<file path="config.mk">
export PLATFORM = sky130hd
export DESIGN_NAME = feature_layer_scheduler
export DESIGN_NICKNAME = d
export VERILOG_FILES = /design/src/rtl/feature_layer_scheduler.sv
export SDC_FILE = /design/constraint.sdc
export NUM_CORES = 1
export LEC_CHECK = 0
export CORE_ASPECT_RATIO = 2
export CORE_MARGIN = 4
export CORE_UTILIZATION = 55
export DETAILED_ROUTE_END_ITERATION = 10
export DONT_BUFFER_PORTS = 1
export HOLD_SLACK_MARGIN = 0.15
export PLACE_DENSITY = 0.7
export SYNTH_ARGS = -nofsm -noshare
export SYNTH_HDL_FRONTEND = slang
export SYNTH_SLANG_ARGS = --single-unit
</file>
<file path="constraint.sdc">
create_clock -name clk -period 2.95 [get_ports clk]
set_input_delay 0.4425 -clock clk [delete_from_list [all_inputs] [get_ports clk]]
set_output_delay 0.4425 -clock clk [all_outputs]
set_load 0.01 [all_outputs]
</file>
<file path="src/rtl/feature_layer_scheduler.sv">
// Layer sequencer for the feature memory controller.
// Holds a per-layer descriptor table (CLP_type, feature_amount, output_amount)
// and runs layers back-to-back with ping-pong read/write regions.
// Ports:
//   clk, rst_n               clock, asynchronous active-low reset
//   cfg_we/cfg_layer/cfg_*   descriptor write port (ignored while busy)
//   num_layers, start        run request (start ignored while busy)
//   CLP_output_flag          one output word written by the datapath
//   busy, done               run status (done is a 1-cycle pulse)
//   state                    layer-active level to the feature memory controller
//   CLP_type, feature_amount current layer descriptor fields
//   featrue_mem_init_addr    read init address (128b words)
//   output_data_addr_init    write init address (256b words)
//   layer_idx                current layer index
//   err_stray_flag           sticky: output flag seen outside a layer's RUN window
module feature_layer_scheduler #(
    parameter int unsigned MAX_LAYERS = 8,
    parameter int unsigned LIDX_W     = 3,
    parameter int unsigned PING_BASE  = 0,
    parameter int unsigned PONG_BASE  = 512,
    parameter int unsigned GAP_CYCLES = 2
) (
    input  logic              clk,
    input  logic              rst_n,
    input  logic              cfg_we,
    input  logic [LIDX_W-1:0] cfg_layer,
    input  logic [3:0]        cfg_clp_type,
    input  logic [9:0]        cfg_feature_amount,
    input  logic [9:0]        cfg_output_amount,
    input  logic [3:0]        num_layers,
    input  logic              start,
    input  logic              CLP_output_flag,
    output logic              busy,
    output logic              done,
    output logic              state,
    output logic [3:0]        CLP_type,
    output logic [9:0]        feature_amount,
    output logic [14:0]       featrue_mem_init_addr,
    output logic [9:0]        output_data_addr_init,
    output logic [LIDX_W-1:0] layer_idx,
    output logic              err_stray_flag
);

    localparam int unsigned N_W   = 4;
    localparam int unsigned CNT_W = 10;
    localparam int unsigned GAP_W = 4;

    typedef enum logic [2:0] {
        S_IDLE,
        S_LOAD,
        S_RUN,
        S_GAP,
        S_DONE
    } fsm_t;

    typedef struct packed {
        logic [3:0]       clp_type;
        logic [9:0]       feature_amount;
        logic [CNT_W-1:0] output_amount;
    } desc_t;

    desc_t              table_q [MAX_LAYERS];
    desc_t              table_d [MAX_LAYERS];
    fsm_t               fsm_q, fsm_d;
    logic [N_W-1:0]     n_q, n_d;
    logic [LIDX_W-1:0]  layer_idx_q, layer_idx_d;
    logic [CNT_W-1:0]   out_cnt_q, out_cnt_d;
    logic [CNT_W-1:0]   oa_q, oa_d;
    logic [GAP_W-1:0]   gap_cnt_q, gap_cnt_d;
    logic               busy_q, busy_d;
    logic               done_q, done_d;
    logic               state_q, state_d;
    logic [3:0]         clp_type_q, clp_type_d;
    logic [9:0]         feature_amount_q, feature_amount_d;
    logic [14:0]        rd_addr_q, rd_addr_d;
    logic [9:0]         wr_addr_q, wr_addr_d;
    logic               err_q, err_d;

    // Next-state and registered-output computation
    always_comb begin
        table_d          = table_q;
        fsm_d            = fsm_q;
        n_d              = n_q;
        layer_idx_d      = layer_idx_q;
        out_cnt_d        = out_cnt_q;
        oa_d             = oa_q;
        gap_cnt_d        = gap_cnt_q;
        busy_d           = busy_q;
        done_d           = 1'b0;
        state_d          = state_q;
        clp_type_d       = clp_type_q;
        feature_amount_d = feature_amount_q;
        rd_addr_d        = rd_addr_q;
        wr_addr_d        = wr_addr_q;
        err_d            = err_q;

        // Table is writable only while idle; a write alongside start still lands
        if (cfg_we && fsm_q == S_IDLE) begin
            table_d[cfg_layer] = '{clp_type:       cfg_clp_type,
                                   feature_amount: cfg_feature_amount,
                                   output_amount:  cfg_output_amount};
        end

        // Start clears the sticky error; a simultaneous stray flag still sets it
        if (start && fsm_q == S_IDLE) begin
            err_d = 1'b0;
        end
        if (CLP_output_flag && fsm_q != S_RUN) begin
            err_d = 1'b1;
        end

        case (fsm_q)
            S_IDLE: begin
                if (start) begin
                    n_d         = (num_layers > N_W'(MAX_LAYERS)) ? N_W'(MAX_LAYERS) : num_layers;
                    layer_idx_d = '0;
                    busy_d      = 1'b1;
                    fsm_d       = (n_d == '0) ? S_DONE : S_LOAD;
                end
            end
            S_LOAD: begin
                clp_type_d       = table_q[layer_idx_q].clp_type;
                feature_amount_d = table_q[layer_idx_q].feature_amount;
                oa_d             = table_q[layer_idx_q].output_amount;
                // Even layers write region B and read A; odd layers swap
                if (layer_idx_q[0]) begin
                    wr_addr_d = 10'(PING_BASE);
                    rd_addr_d = {4'b0, 10'(PONG_BASE), 1'b0};
                end else begin
                    wr_addr_d = 10'(PONG_BASE);
                    rd_addr_d = {4'b0, 10'(PING_BASE), 1'b0};
                end
                out_cnt_d = '0;
                state_d   = 1'b1;
                fsm_d     = S_RUN;
            end
            S_RUN: begin
                if (CLP_output_flag) begin
                    out_cnt_d = out_cnt_q + CNT_W'(1);
                end
                // The terminating flag is counted; oa==0 layers last one cycle
                if (oa_q == '0 || (CLP_output_flag && out_cnt_q == oa_q - CNT_W'(1))) begin
                    state_d   = 1'b0;
                    gap_cnt_d = '0;
                    fsm_d     = S_GAP;
                end
            end
            S_GAP: begin
                if (gap_cnt_q == GAP_W'(GAP_CYCLES - 1)) begin
                    if (N_W'(layer_idx_q) == n_q - N_W'(1)) begin
                        fsm_d = S_DONE;
                    end else begin
                        layer_idx_d = layer_idx_q + LIDX_W'(1);
                        fsm_d       = S_LOAD;
                    end
                end else begin
                    gap_cnt_d = gap_cnt_q + GAP_W'(1);
                end
            end
            S_DONE: begin
                done_d = 1'b1;
                busy_d = 1'b0;
                fsm_d  = S_IDLE;
            end
            default: begin
                fsm_d = S_IDLE;
            end
        endcase
    end

    // State and output registers; reset aborts any layer in flight
    always_ff @(posedge clk or negedge rst_n) begin
        if (!rst_n) begin
            for (int i = 0; i < int'(MAX_LAYERS); i++) begin
                table_q[i] <= '0;
            end
            fsm_q            <= S_IDLE;
            n_q              <= '0;
            layer_idx_q      <= '0;
            out_cnt_q        <= '0;
            oa_q             <= '0;
            gap_cnt_q        <= '0;
            busy_q           <= 1'b0;
            done_q           <= 1'b0;
            state_q          <= 1'b0;
            clp_type_q       <= '0;
            feature_amount_q <= '0;
            rd_addr_q        <= '0;
            wr_addr_q        <= '0;
            err_q            <= 1'b0;
        end else begin
            table_q          <= table_d;
            fsm_q            <= fsm_d;
            n_q              <= n_d;
            layer_idx_q      <= layer_idx_d;
            out_cnt_q        <= out_cnt_d;
            oa_q             <= oa_d;
            gap_cnt_q        <= gap_cnt_d;
            busy_q           <= busy_d;
            done_q           <= done_d;
            state_q          <= state_d;
            clp_type_q       <= clp_type_d;
            feature_amount_q <= feature_amount_d;
            rd_addr_q        <= rd_addr_d;
            wr_addr_q        <= wr_addr_d;
            err_q            <= err_d;
        end
    end

    assign busy                  = busy_q;
    assign done                  = done_q;
    assign state                 = state_q;
    assign CLP_type              = clp_type_q;
    assign feature_amount        = feature_amount_q;
    assign featrue_mem_init_addr = rd_addr_q;
    assign output_data_addr_init = wr_addr_q;
    assign layer_idx             = layer_idx_q;
    assign err_stray_flag        = err_q;

endmodule
</file>
[Word-level counts from Yosys, hierarchy flattened]
Index checks and enable logic that the tools add are counted.
Operators by class
  $add $sub $neg: 5
  magnitude comparators: 4
  equal/unequal tests: 14
  multiplexer cells: 31
  bitwise logic cells: 2
  reduce and logical (&&, ||, !) cells: 21
Operators with widths (number)
  bitwise mux 192 bit: 1
  binary-select mux 24 bit (select 3 bit): 1
  demux 24 bit (select 3 bit): 1
  two-way mux 24 bit: 3
  two-way mux 3 bit: 8
  two-way mux 10 bit: 2
  case mux 10 bit (2 select lines): 1
  two-way mux 4 bit: 3
  != test 2 bit (second input constant): 6
  case mux 3 bit (4 select lines): 1
  two-way mux 11 bit: 1
  adder 10 x 1 -> 10 bit (second input constant): 1
  == test 10 bit: 1
  zero test 10 bit: 1
  nonzero test 2 bit: 5
  subtractor 10 x 1 -> 10 bit (second input constant): 1
  >= comparator 4 bit (second input constant): 2
  NOT 3 -> 4 bit: 2
  case mux 4 bit (2 select lines): 1
  AND reduction 2 bit: 4
  == test 3 x 2 -> 1 bit (second input constant): 2
  case mux 3 bit (2 select lines): 1
  AND reduction 3 bit: 2
  logical AND 1 bit: 5
  other kinds (16): 21
Word-level totals
  register bits after elaboration: 269
  input port bits: 36
  output and inout bits: 46
  word-level logic and storage cells: 115

[Logic depth before layout (Yosys ltp)]
Gate-level depths: netlist of the first run.
  depth in word-level cells: 6
  depth in mapped cells: 8
  gate-level depth less buffers: 8

[Least setup slack after synthesis of the first run]
Ideal clock, no wire load.
  path kind: flip-flop to flip-flop
  start: register oa_q[5]
  end: register gap_cnt_q[0]
  setup time: 141 ps
  data arrival time: 2025 ps
  data required time: 2809 ps
  path slack: 784 ps
  cell stages (with the launch flop): 7
  buffers on the path: 0
  period minus slack after synthesis: 2166 ps
  cells stage by stage: dfrtp_1 -> or4_1 -> or4_1 -> a211oi_2 -> nand3_1 -> o32ai_2 -> o31ai_1
On the way
  longest elaborated chain between the ends: 6
  elaborated cells on any way between the ends: 7
  classes of those cells: 1 x add/sub; 2 x eq/ne; 4 x reduce/logical
RTL lines
  start, declared: RTL line 68  | logic [CNT_W-1:0] oa_q, oa_d;
  start signal, assigned: RTL line 181  | oa_q <= '0;
  start signal, assigned: RTL line 197  | oa_q <= oa_d;
  subtractor 10 x 1 -> 10 bit: RTL line 142  | if (oa_q == '0 || (CLP_output_flag && out_cnt_q == oa_q - CNT_W'(1))) begin
  == test 10 bit: RTL line 142
  logical AND 1 bit: RTL line 142
  logical OR 1 bit *: RTL line 142
  != test 2 bit (no source line) *
  AND reduction 3 bit (no source line) *
  end signal, assigned: RTL line 198  | gap_cnt_q <= gap_cnt_d;
  end, declared: RTL line 69  | logic [GAP_W-1:0] gap_cnt_q, gap_cnt_d;
Mark *: on every way between the ends. The rest lies on a longest branch, timed or not.
A chain may end at the register's enable or synchronous reset.

[Worst setup path after layout of the first run]
  start: register oa_q[0]
  end: register gap_cnt_q[1]
Same word-level chain as after synthesis.

==> results.yml, run 1 <==
drt:
  wl_um: 24300
  vias: 6616
  wl_per_cell_um: 21.8
  postRouteAntennaNets: 0
  drt-initial-drc-count: 278
  drc: 0
  routed_via_density: 5.94
  firstDrtPassIters: 4
global_routing:
  grt_max_degree: 247
  grt_pass1_wl_um: 39900
  grt_pass1_vias: 7670
  grt_overflow: 0
  grtUsageTotal_pct: 22.3
  antenna_found_initial: 0
logic_synthesis:
  synthesis.area_um2: 11400
  ys_types: 55
  ys_seq_area_share_pct: 54.2
  yosys_warnings: 0
  synth_edf_count: 0
  synthArstFlopShare_pct: 100
  avgSynthCellArea_um2: 14.1
  ys.flop_type: "dfrtp_1"
  synth-seq-cells: 246
  syn-instance-count: 803
outcome:
  violations: "negative hold slack"
  outcome: "finished, violations left"
timing:
  hold_viol_final: 246
  setup_viol: 0
  clock_skew_ns: 0.0121
  hold_slack_ns: -0.364
  fin_tns_setup_ns: 0
  setup_ws_ns: 0.461
  maxSlewViolCount: 0
  period_share_pct: 84.4
  slew_headroom_pct: 47.9
  tightest_slew_ns: 0.782
  rsz0062_at_grt: "no"
  fmax_ghz: 0.402
  finalCriticalPeriod_ns: 2.49
clocking:
  cts_resized: 0
  clk_latency_ns: 0.51
  htree_levels: 1
  numCtsBuffers: 22
  clk_pin_slew_worst_paths_ns: 0.07
  clock_sinks: 246
  ctsHoldBuffers: 31
  cts_setup_buffers: 0
  clock-root-buffer: "clkbuf_16"
  cts_buffer_depth: 3
  cts_tree: "yes"
placement:
  gp_congestion: 0.887
  place_ws_ns: 0.507
  port_buffers: 0
  dp_hpwl_um: 16000
  dp_cells: 1048
worst_setup_path:
  crit_family: "compound AO/OA/AOI/OAI gates"
  required_ns: 3.32
  cp.arrival_ns: 2.86
  timing.rr.end: "gap_cnt_q[1]"
  critical_path_class: "reg -> reg"
  cpPeakStageDelay_ns: 0.49
  r2r_start: "oa_q[0]"
  ff2ff_setup_slack_ns: 0.46
  startpoint: "oa_q[0]"
  worstRegToRegCells: 8
  path_cells: "inv_1 > ha_1 > nor2b_1 > nand2_1 > o311ai_0 > o32ai_1 > o32ai_2 > o31ai_1"
  cp-endpoint: "gap_cnt_q[1]"
  end_kind: "flip-flop"
  cp_slowest_cell: "o311ai_0"
  crit_cells: 8
  crit_path_max_fanout: 5
  cp-start-kind: "flip-flop"
  cp_num_buf_inv: 1
die:
  start_util_pct: 55.8
  die_width_um: 110
  die-area_um2: 23200
  die_h_um: 211
  num_rows: 74
  core_area_um2: 20400
  io_pins: 82
layout:
  final_common_cell: "dfrtp_1"
  area_growth_pct: 11.0
  final_cells: 1114
  fin_nets: 880
  drive_gt1_share_pct: 17.3
  final-seq-area_um2: 6160
  layout_common_cells: "dfrtp_1, mux2_1, mux4_2"
  fillers: 1549
  antenna_cells: 0
  multiInputGateArea_um2: 4910
pwr:
  ir_worst_vdd_uv: 654
  power.density_nw_per_um2: 914
  leakage_nw: 5.86
hold_path:
  hold_path_class: "in -> async"
flow_run:
  cap_violations: 0
## state kept, by name, summed over array words and instances, names as in the netlist
| name | cells |
|---|---|
| CLP_type | 4 |
| layer_idx | 3 |
| out_cnt_q | 10 |
| featrue_mem_init_addr | 1 |
| err_stray_flag | 1 |
| output_data_addr_init | 1 |
| n_q | 4 |
| feature_amount | 10 |
| table_q | 192 |
| state | 1 |
| busy | 1 |
| fsm_q | 3 |
| done | 1 |
| oa_q | 10 |
| gap_cnt_q | 4 |
## power by group
part           leakage (nW)  switching (mW)  internal [mW]
clock network         0.330            1.19           1.50
logic                  2.26            1.48           1.83
registers              3.27           0.864           4.65
## synth_stat cells (all sizes together), types with 3 or more instances
cell,instances,share of area [%]
or2,3,0.17
or4,3,0.20
nand3b,5,0.33
mux4,48,9.5
xnor2,9,0.69
nand2,46,1.5
clkbuf,18,0.59
a21oi,5,0.22
mux2,193,19
nor2,15,0.50
buf,48,2.6
ha,7,0.77
nor4,5,0.28
o21ai,37,1.6
or3,4,0.22
nand2b,5,0.28
xor2,12,0.93
nor3b,6,0.48
nor3,6,0.31
nor2b,4,0.22
dfrtp,246,54
inv,12,0.40
mux2i,25,2.2
o31ai,3,0.20
nand4,4,0.22
nand3,11,0.48
## stage by stage
| step | total power, mW | area, um2 | util, % |
|---|---|---|---|
| floorplan | 7.92 | 11400 | - |
| global placement | 8.53 | 11600 | 57.2 |
| detailed placement | 8.88 | 11600 | 57.2 |
| CTS | 11.7 | 12600 | 61.9 |
| global route | 12.2 | 12600 | 61.9 |
| finish | 11.5 | 12600 | 61.9 |
## metal layers
metal	vias up	global-route usage [%]	share of wire, %
li1	2935	-	-
met1	3491	25.7	37
met2	128	40.6	55
met3	62	3.46	3.9
met4	0	9.00	3.7
met5	-	0	0
## cell type report
| type | instances | share of cell area (%) |
|---|---|---|
| Multi-Input combinational cell | 501 | 38.9 |
| Tap cell | 266 | 2.64 |
| Clock buffer | 27 | 4.68 |
| Timing Repair Buffer | 54 | 4.03 |
| Clock inverter | 8 | 0.516 |
| Inverter | 12 | 0.357 |
| Sequential cell | 246 | 48.9 |
## how the worst min path moves through the flow
stage          startpoint           end  slack, ns  cells past startpoint
4_1_cts             rst_n  out_cnt_q[7]      -0.39                      0
3_3_place_gp        rst_n   table_q[80]       0.16                      0
6_report            rst_n        n_q[0]      -0.36                      0
2_1_floorplan       rst_n   CLP_type[0]       0.15                      0
5_1_grt             rst_n        n_q[0]      -0.39                      0
3_5_place_dp        rst_n        n_q[0]       0.16                      0
## kinds of logic (layout without fill, tap and decap cells)
group,after synthesis,count (layout),share of synthesized area (%)
simple gates,125,125,5.81
flops,246,246,54.2
xor+xnor,21,21,1.62
buf+inv,78,101,3.56
fa+ha+maj,7,7,0.771
mux,266,266,30.8
other cells,1,23,0.0330
compound gates,59,59,3.18
No activity file was read; power rests on OpenSTA's default activity.
==> run 2: changes to the inputs <==
--- a/config.mk
+++ b/config.mk
@@ -5,6 +5,7 @@
 export SDC_FILE = /design/constraint.sdc
 export NUM_CORES = 1
 export LEC_CHECK = 0
+export ABC_AREA = 1
 export CORE_ASPECT_RATIO = 2
 export CORE_MARGIN = 4
 export CORE_UTILIZATION = 55
==> constraint.sdc (replaced) <==
create_clock -name clk -period 2.4 [get_ports clk]
set_input_delay 0.36 -clock clk [delete_from_list [all_inputs] [get_ports clk]]
set_output_delay 0.36 -clock clk [all_outputs]
set_load 0.01 [all_outputs]
==> results.yml, run 2 <==
clocking:
  clock-root-buffer: "clkbuf_16"
  numCtsBuffers: 22
  cts_tree: "yes"
  cts_buffer_depth: 3
  cts_setup_buffers: 0
  htree_levels: 1
  clk_latency_ns: 0.52
  ctsHoldBuffers: 33
  cts_resized: 0
  clk_pin_slew_worst_paths_ns: 0.07
  clock_sinks: 246
logic_synthesis:
  synthesis.area_um2: 11500
  synth.most_common_cell: "dfrtp_1"
  avgSynthCellArea_um2: 8.25
  ys_seq_area_share_pct: 53.4
  ys_types: 35
  syn-instance-count: 1397
  synth-seq-cells: 246
  synthArstFlopShare_pct: 100
  synthTopCellsByCount: "dfrtp_1, nand2_1, o21ai_0"
  yosysTopAreaCell: "dfrtp_1"
  yosys_warnings: 0
  ys_top_cells_by_area: "dfrtp_1, o21ai_0, nand2_1"
  synth_top_area_share_pct: 53.4
  ys.flop_type: "dfrtp_1"
  synth_edf_count: 0
die:
  num_rows: 74
  io_pins: 82
  die_h_um: 213
  start_util_pct: 56.1
  core_area_um2: 20600
  die-area_um2: 23500
  die_width_um: 110
pwr:
  power.density_nw_per_um2: 648
  ir_worst_vdd_uv: 672
  total_power_mw: 8.35
  leakage_nw: 6.05
worst_setup_path:
  cp.arrival_ns: 2.41
  crit_path_max_fanout: 6
  timing.rr.end: "gap_cnt_q[1]"
  ff2ff_setup_slack_ns: 0.39
  end_kind: "flip-flop"
  worstRegToRegCells: 13
  cp-start-kind: "flip-flop"
  required_ns: 2.80
  r2r_start: "oa_q[0]"
  critical_path_class: "reg -> reg"
timing:
  setup_viol: 0
  fin_tns_setup_ns: 0
  finalCriticalPeriod_ns: 2.01
  hold_viol_final: 246
  slew_headroom_pct: 30.1
  setup_ws_ns: 0.395
  hold_slack_ns: -0.463
  fmax_ghz: 0.499
  rsz0062_at_grt: "no"
  clock_skew_ns: 0.00731
  period_share_pct: 83.6
  maxSlewViolCount: 0
  tightest_slew_ns: 1.05
layout:
  fin_nets: 1436
  post-route-util_pct: 62.7
  final_common_cell: "dfrtp_1"
  regMostFlops: "table_q"
  antenna_cells: 0
  drive_gt1_share_pct: 5.76
  largest_reg_flops: 192
  layout_common_cells: "dfrtp_1, nand2_1, o21ai_0"
  area_growth_pct: 11.9
global_routing:
  grtUsageTotal_pct: 26.2
  grt_pass1_wl_um: 47600
  antenna_found_initial: 0
  grt_overflow: 0
  grt_pass1_vias: 9552
  grt_max_degree: 247
drt:
  wl_um: 29500
  drc: 0
  postRouteAntennaNets: 0
  wl_per_cell_um: 17.6
  routed_via_density: 5.56
  vias: 9310
  firstDrtPassIters: 5
  drt-initial-drc-count: 686
placement:
  port_buffers: 0
  gp_congestion: 0.884
  dp_hpwl_um: 18400
  place_ws_ns: 0.438
outcome:
  violations: "negative hold slack"
  outcome: "finished, violations left"
flow_run:
  cap_violations: 0
hold_path:
  hold_path_class: "in -> async"
-- run 2: cell count changes after synthesis, sizes merged, moves of 10 or more --
cell    previous run  this run
a21oi              5       155
nand2             46       236
mux2             193         0
buf               48        58
clkbuf            18        48
mux4              48         0
nand3             11        56
o211ai             0        28
inv               12       144
nor2              15       136
o21ai             37       245
mux2i             25         0
-- run 2: worst max-delay path by stage --
stage          cells after the start      endpoint  startpoint  slack (ns)
5_1_grt                           13  gap_cnt_q[0]     oa_q[0]        0.21
3_3_place_gp                      13  gap_cnt_q[0]     oa_q[0]        0.49
4_1_cts                           13  gap_cnt_q[1]     oa_q[0]        0.39
6_report                          13  gap_cnt_q[1]     oa_q[0]        0.39
2_1_floorplan                     13  gap_cnt_q[0]     oa_q[0]        0.74
3_5_place_dp                      13  gap_cnt_q[1]     oa_q[0]        0.44
-- run 2: kinds of logic (layout without fill, tap and decap cells) --
family / count (synthesis) / after routing / share of synthesized area [%]
DFF: 246 / 246 / 53.4
other: 1 / 23 / 0.0325
buffers and inverters: 251 / 239 / 9.26
and+or+nand+nor: 445 / 445 / 15.9
AOI/OAI and AO/OA: 434 / 434 / 19.6
xor gates and xnor gates: 13 / 13 / 0.988
adders and majority gates: 7 / 7 / 0.760
-- run 2: critical path, cell delays in order, from the launching register on --
cell and delay, ns:
dfrtp_1 0.39, inv_1 0.14, ha_1 0.23, nand2_1 0.10, nor2_1 0.13, nand3_1 0.08
nand2_1 0.06, nand2_1 0.05, nor2_1 0.08, nand4_1 0.13, nand3_1 0.23, nand2_1 0.12
nand2_1 0.08, nand2_1 0.06
-- run 2: routing by layer --
layer | up-vias | part of all wire [%] | track usage, %
met5 | - | 0 | 0
met4 | 0 | 5.8 | 14.3
met3 | 85 | 4.6 | 3.39
met2 | 260 | 52 | 45.9
met1 | 4460 | 38 | 30.5
li1 | 4505 | - | -
-- run 2: final cells by class --
cell class,count,area (um2)
fill,1815,7660
sequential,246,6160
multi-input combinational,922,4450
timing repair buffer,56,641
clock buffer,29,638
inverter,145,544
tap,266,333
clock inverter,9,130
-- run 2: power breakdown --
part           internal [mW]  total, mW  switching [mW]
Clock                   2.20       3.74            1.54
Combinational          0.127      0.354           0.226
Sequential              4.19       4.26          0.0659
-- run 2: per-stage QoR --
stage	instances	hold WS (ns)	cell area [um2]
after floorplan	1419	0.0644	11600
after global placement	1602	0.0731	11800
after detailed placement	1602	0.0734	11800
after CTS	1673	-0.474	12900
after global routing	1673	-0.480	12900
final	1673	-0.463	12900
==> run 3: changes to the inputs <==
--- a/config.mk
+++ b/config.mk
@@ -5,14 +5,14 @@
 export SDC_FILE = /design/constraint.sdc
 export NUM_CORES = 1
 export LEC_CHECK = 0
-export ABC_AREA = 1
+export ABC_AREA = 0
 export CORE_ASPECT_RATIO = 2
 export CORE_MARGIN = 4
 export CORE_UTILIZATION = 55
 export DETAILED_ROUTE_END_ITERATION = 10
 export DONT_BUFFER_PORTS = 1
 export HOLD_SLACK_MARGIN = 0.15
-export PLACE_DENSITY = 0.7
+export PLACE_DENSITY = 0.73
 export SYNTH_ARGS = -nofsm -noshare
 export SYNTH_HDL_FRONTEND = slang
 export SYNTH_SLANG_ARGS = --single-unit
==> constraint.sdc (replaced) <==
create_clock -name clk -period 1.79 [get_ports clk]
set_input_delay 0.2685 -clock clk [delete_from_list [all_inputs] [get_ports clk]]
set_output_delay 0.2685 -clock clk [all_outputs]
set_load 0.01 [all_outputs]
==> results.yml, run 3 (synthesis gave the netlist of run 1 again) <==
die:
  start_util_pct: 55.8
  die-area_um2: 23200
  io_pins: 82
  core_area_um2: 20400
  die_h_um: 211
  num_rows: 74
  die_width_um: 110
timing:
  fmax_ghz: 0.433
  maxSlewViolCount: 0
  rsz0062_at_grt: "yes"
  setup_viol: 126
  clock_skew_ns: 0.0132
  setup_ws_ns: -0.520
  hold_slack_ns: -0.556
  tightest_slew_ns: 0.583
  fin_tns_setup_ns: -13.97
  slew_headroom_pct: 60.6
  period_share_pct: 129
  finalCriticalPeriod_ns: 2.31
  hold_viol_final: 246
clocking:
  numCtsBuffers: 22
  clk_pin_slew_worst_paths_ns: 0.07
  cts_buffer_depth: 3
  clock_sinks: 246
  clk_latency_ns: 0.51
  cts_tree: "yes"
  htree_levels: 1
  clock-root-buffer: "clkbuf_16"
layout:
  layout_common_cells: "dfrtp_1, mux2_4, mux4_2"
  area_growth_pct: 26.9
  final_cells: 1189
  final_common_cell: "dfrtp_1"
  fin_nets: 951
  fillers: 1295
  antenna_cells: 0
  largest_reg_flops: 192
  drive_gt1_share_pct: 40.4
  regMostFlops: "table_q"
  post-route-util_pct: 70.8
drt:
  vias: 7128
  wl_um: 28800
  firstDrtPassIters: 4
  drc: 0
  routed_via_density: 5.99
  wl_per_cell_um: 24.2
  drt-initial-drc-count: 456
  postRouteAntennaNets: 0
worst_setup_path:
  crit_top_cell: "or4_4"
  cpPeakStageDelay_ns: 0.56
  startpoint: "oa_q[8]"
  r2r_start: "oa_q[8]"
  crit_family: "simple AND/OR/NAND/NOR gates"
  required_ns: 2.18
  cp_num_buf_inv: 0
  path_cells: "or4_4 > or4_4 > a211oi_4 > nand3_2 > o32ai_4 > o31ai_1"
  ff2ff_setup_slack_ns: -0.52
  cp-start-kind: "flip-flop"
  worstRegToRegCells: 6
  cp.arrival_ns: 2.70
  end_kind: "flip-flop"
  crit_path_max_fanout: 5
  cp-endpoint: "gap_cnt_q[0]"
  crit_cells: 6
  cp_slowest_cell: "or4_4"
  timing.rr.end: "gap_cnt_q[0]"
  critical_path_class: "reg -> reg"
outcome:
  outcome: "finished, violations left"
  violations: "negative hold slack, negative setup slack"
placement:
  dp_cells: 1087
  gp_congestion: 0.935
  port_buffers: 0
  place_ws_ns: -0.445
  dp_hpwl_um: 17100
global_routing:
  grtUsageTotal_pct: 25.5
  grt_max_degree: 247
  grt_pass1_wl_um: 44900
  antenna_found_initial: 0
  grt_pass1_vias: 7997
  grt_overflow: 0
flow_run:
  cap_violations: 0
pwr:
  power.density_nw_per_um2: 1550
  total_power_mw: 22.3
  ir_worst_vdd_uv: 1040
  leakage_nw: 6.68
hold_path:
  hold_path_class: "in -> async"
==> run 3: cell type report <==
| class | instances | area, um2 | share of cell area (%) |
|---|---|---|---|
| clock inverters | 6 | 83.8 | 0.581 |
| flip-flops and latches | 246 | 6160 | 42.7 |
| inverters | 12 | 45.0 | 0.312 |
| clock buffers | 33 | 663 | 4.60 |
| multi-input cells | 501 | 5640 | 39.1 |
| well taps | 266 | 333 | 2.31 |
| repair buffers | 125 | 1490 | 10.3 |
==> run 3: where the power goes <==
| part | switching [mW] | leakage, nW | internal [mW] |
|---|---|---|---|
| combinational | 3.29 | 3.04 | 5.03 |
| clock | 2.06 | 0.370 | 2.85 |
| sequential | 1.40 | 3.27 | 7.67 |
==> run 3: worst min path at each step <==
stage | startpoint | depth (start not counted) | end
2_1_floorplan | rst_n | 0 | CLP_type[0]
3_3_place_gp | rst_n | 0 | n_q[0]
3_5_place_dp | rst_n | 0 | n_q[0]
4_1_cts | rst_n | 0 | n_q[0]
5_1_grt | rst_n | 0 | n_q[0]
6_report | rst_n | 0 | n_q[0]
==> run 3: repair_timing <==
item | 4_1_cts | 5_1_grt
endpoints found under the hold margin | 447 | 250
resized for setup | 44 | 49
hold buffers | 31 | 2
pin swaps | 18 | 15
endpoints found under the setup margin | 146 | 150
gates cloned | 7 | 4
setup buffers | 13 | 14
==> run 3: per-stage QoR <==
step	area, um2	hold WS (ns)
floorplan	12100	-0.0271
global placement	12600	-0.0217
detailed placement	12600	-0.0218
CTS	14100	-0.572
global route	14400	-0.572
finish	14400	-0.556
==> run 3: routing by layer <==
| metal | track usage [%] | routed length (um) |
|---|---|---|
| met2 | 46.1 | 15800 |
| met1 | 30.4 | 10800 |
| met3 | 3.70 | 1170 |
| met4 | 8.87 | 1010 |
| met5 | 0 | 0 |
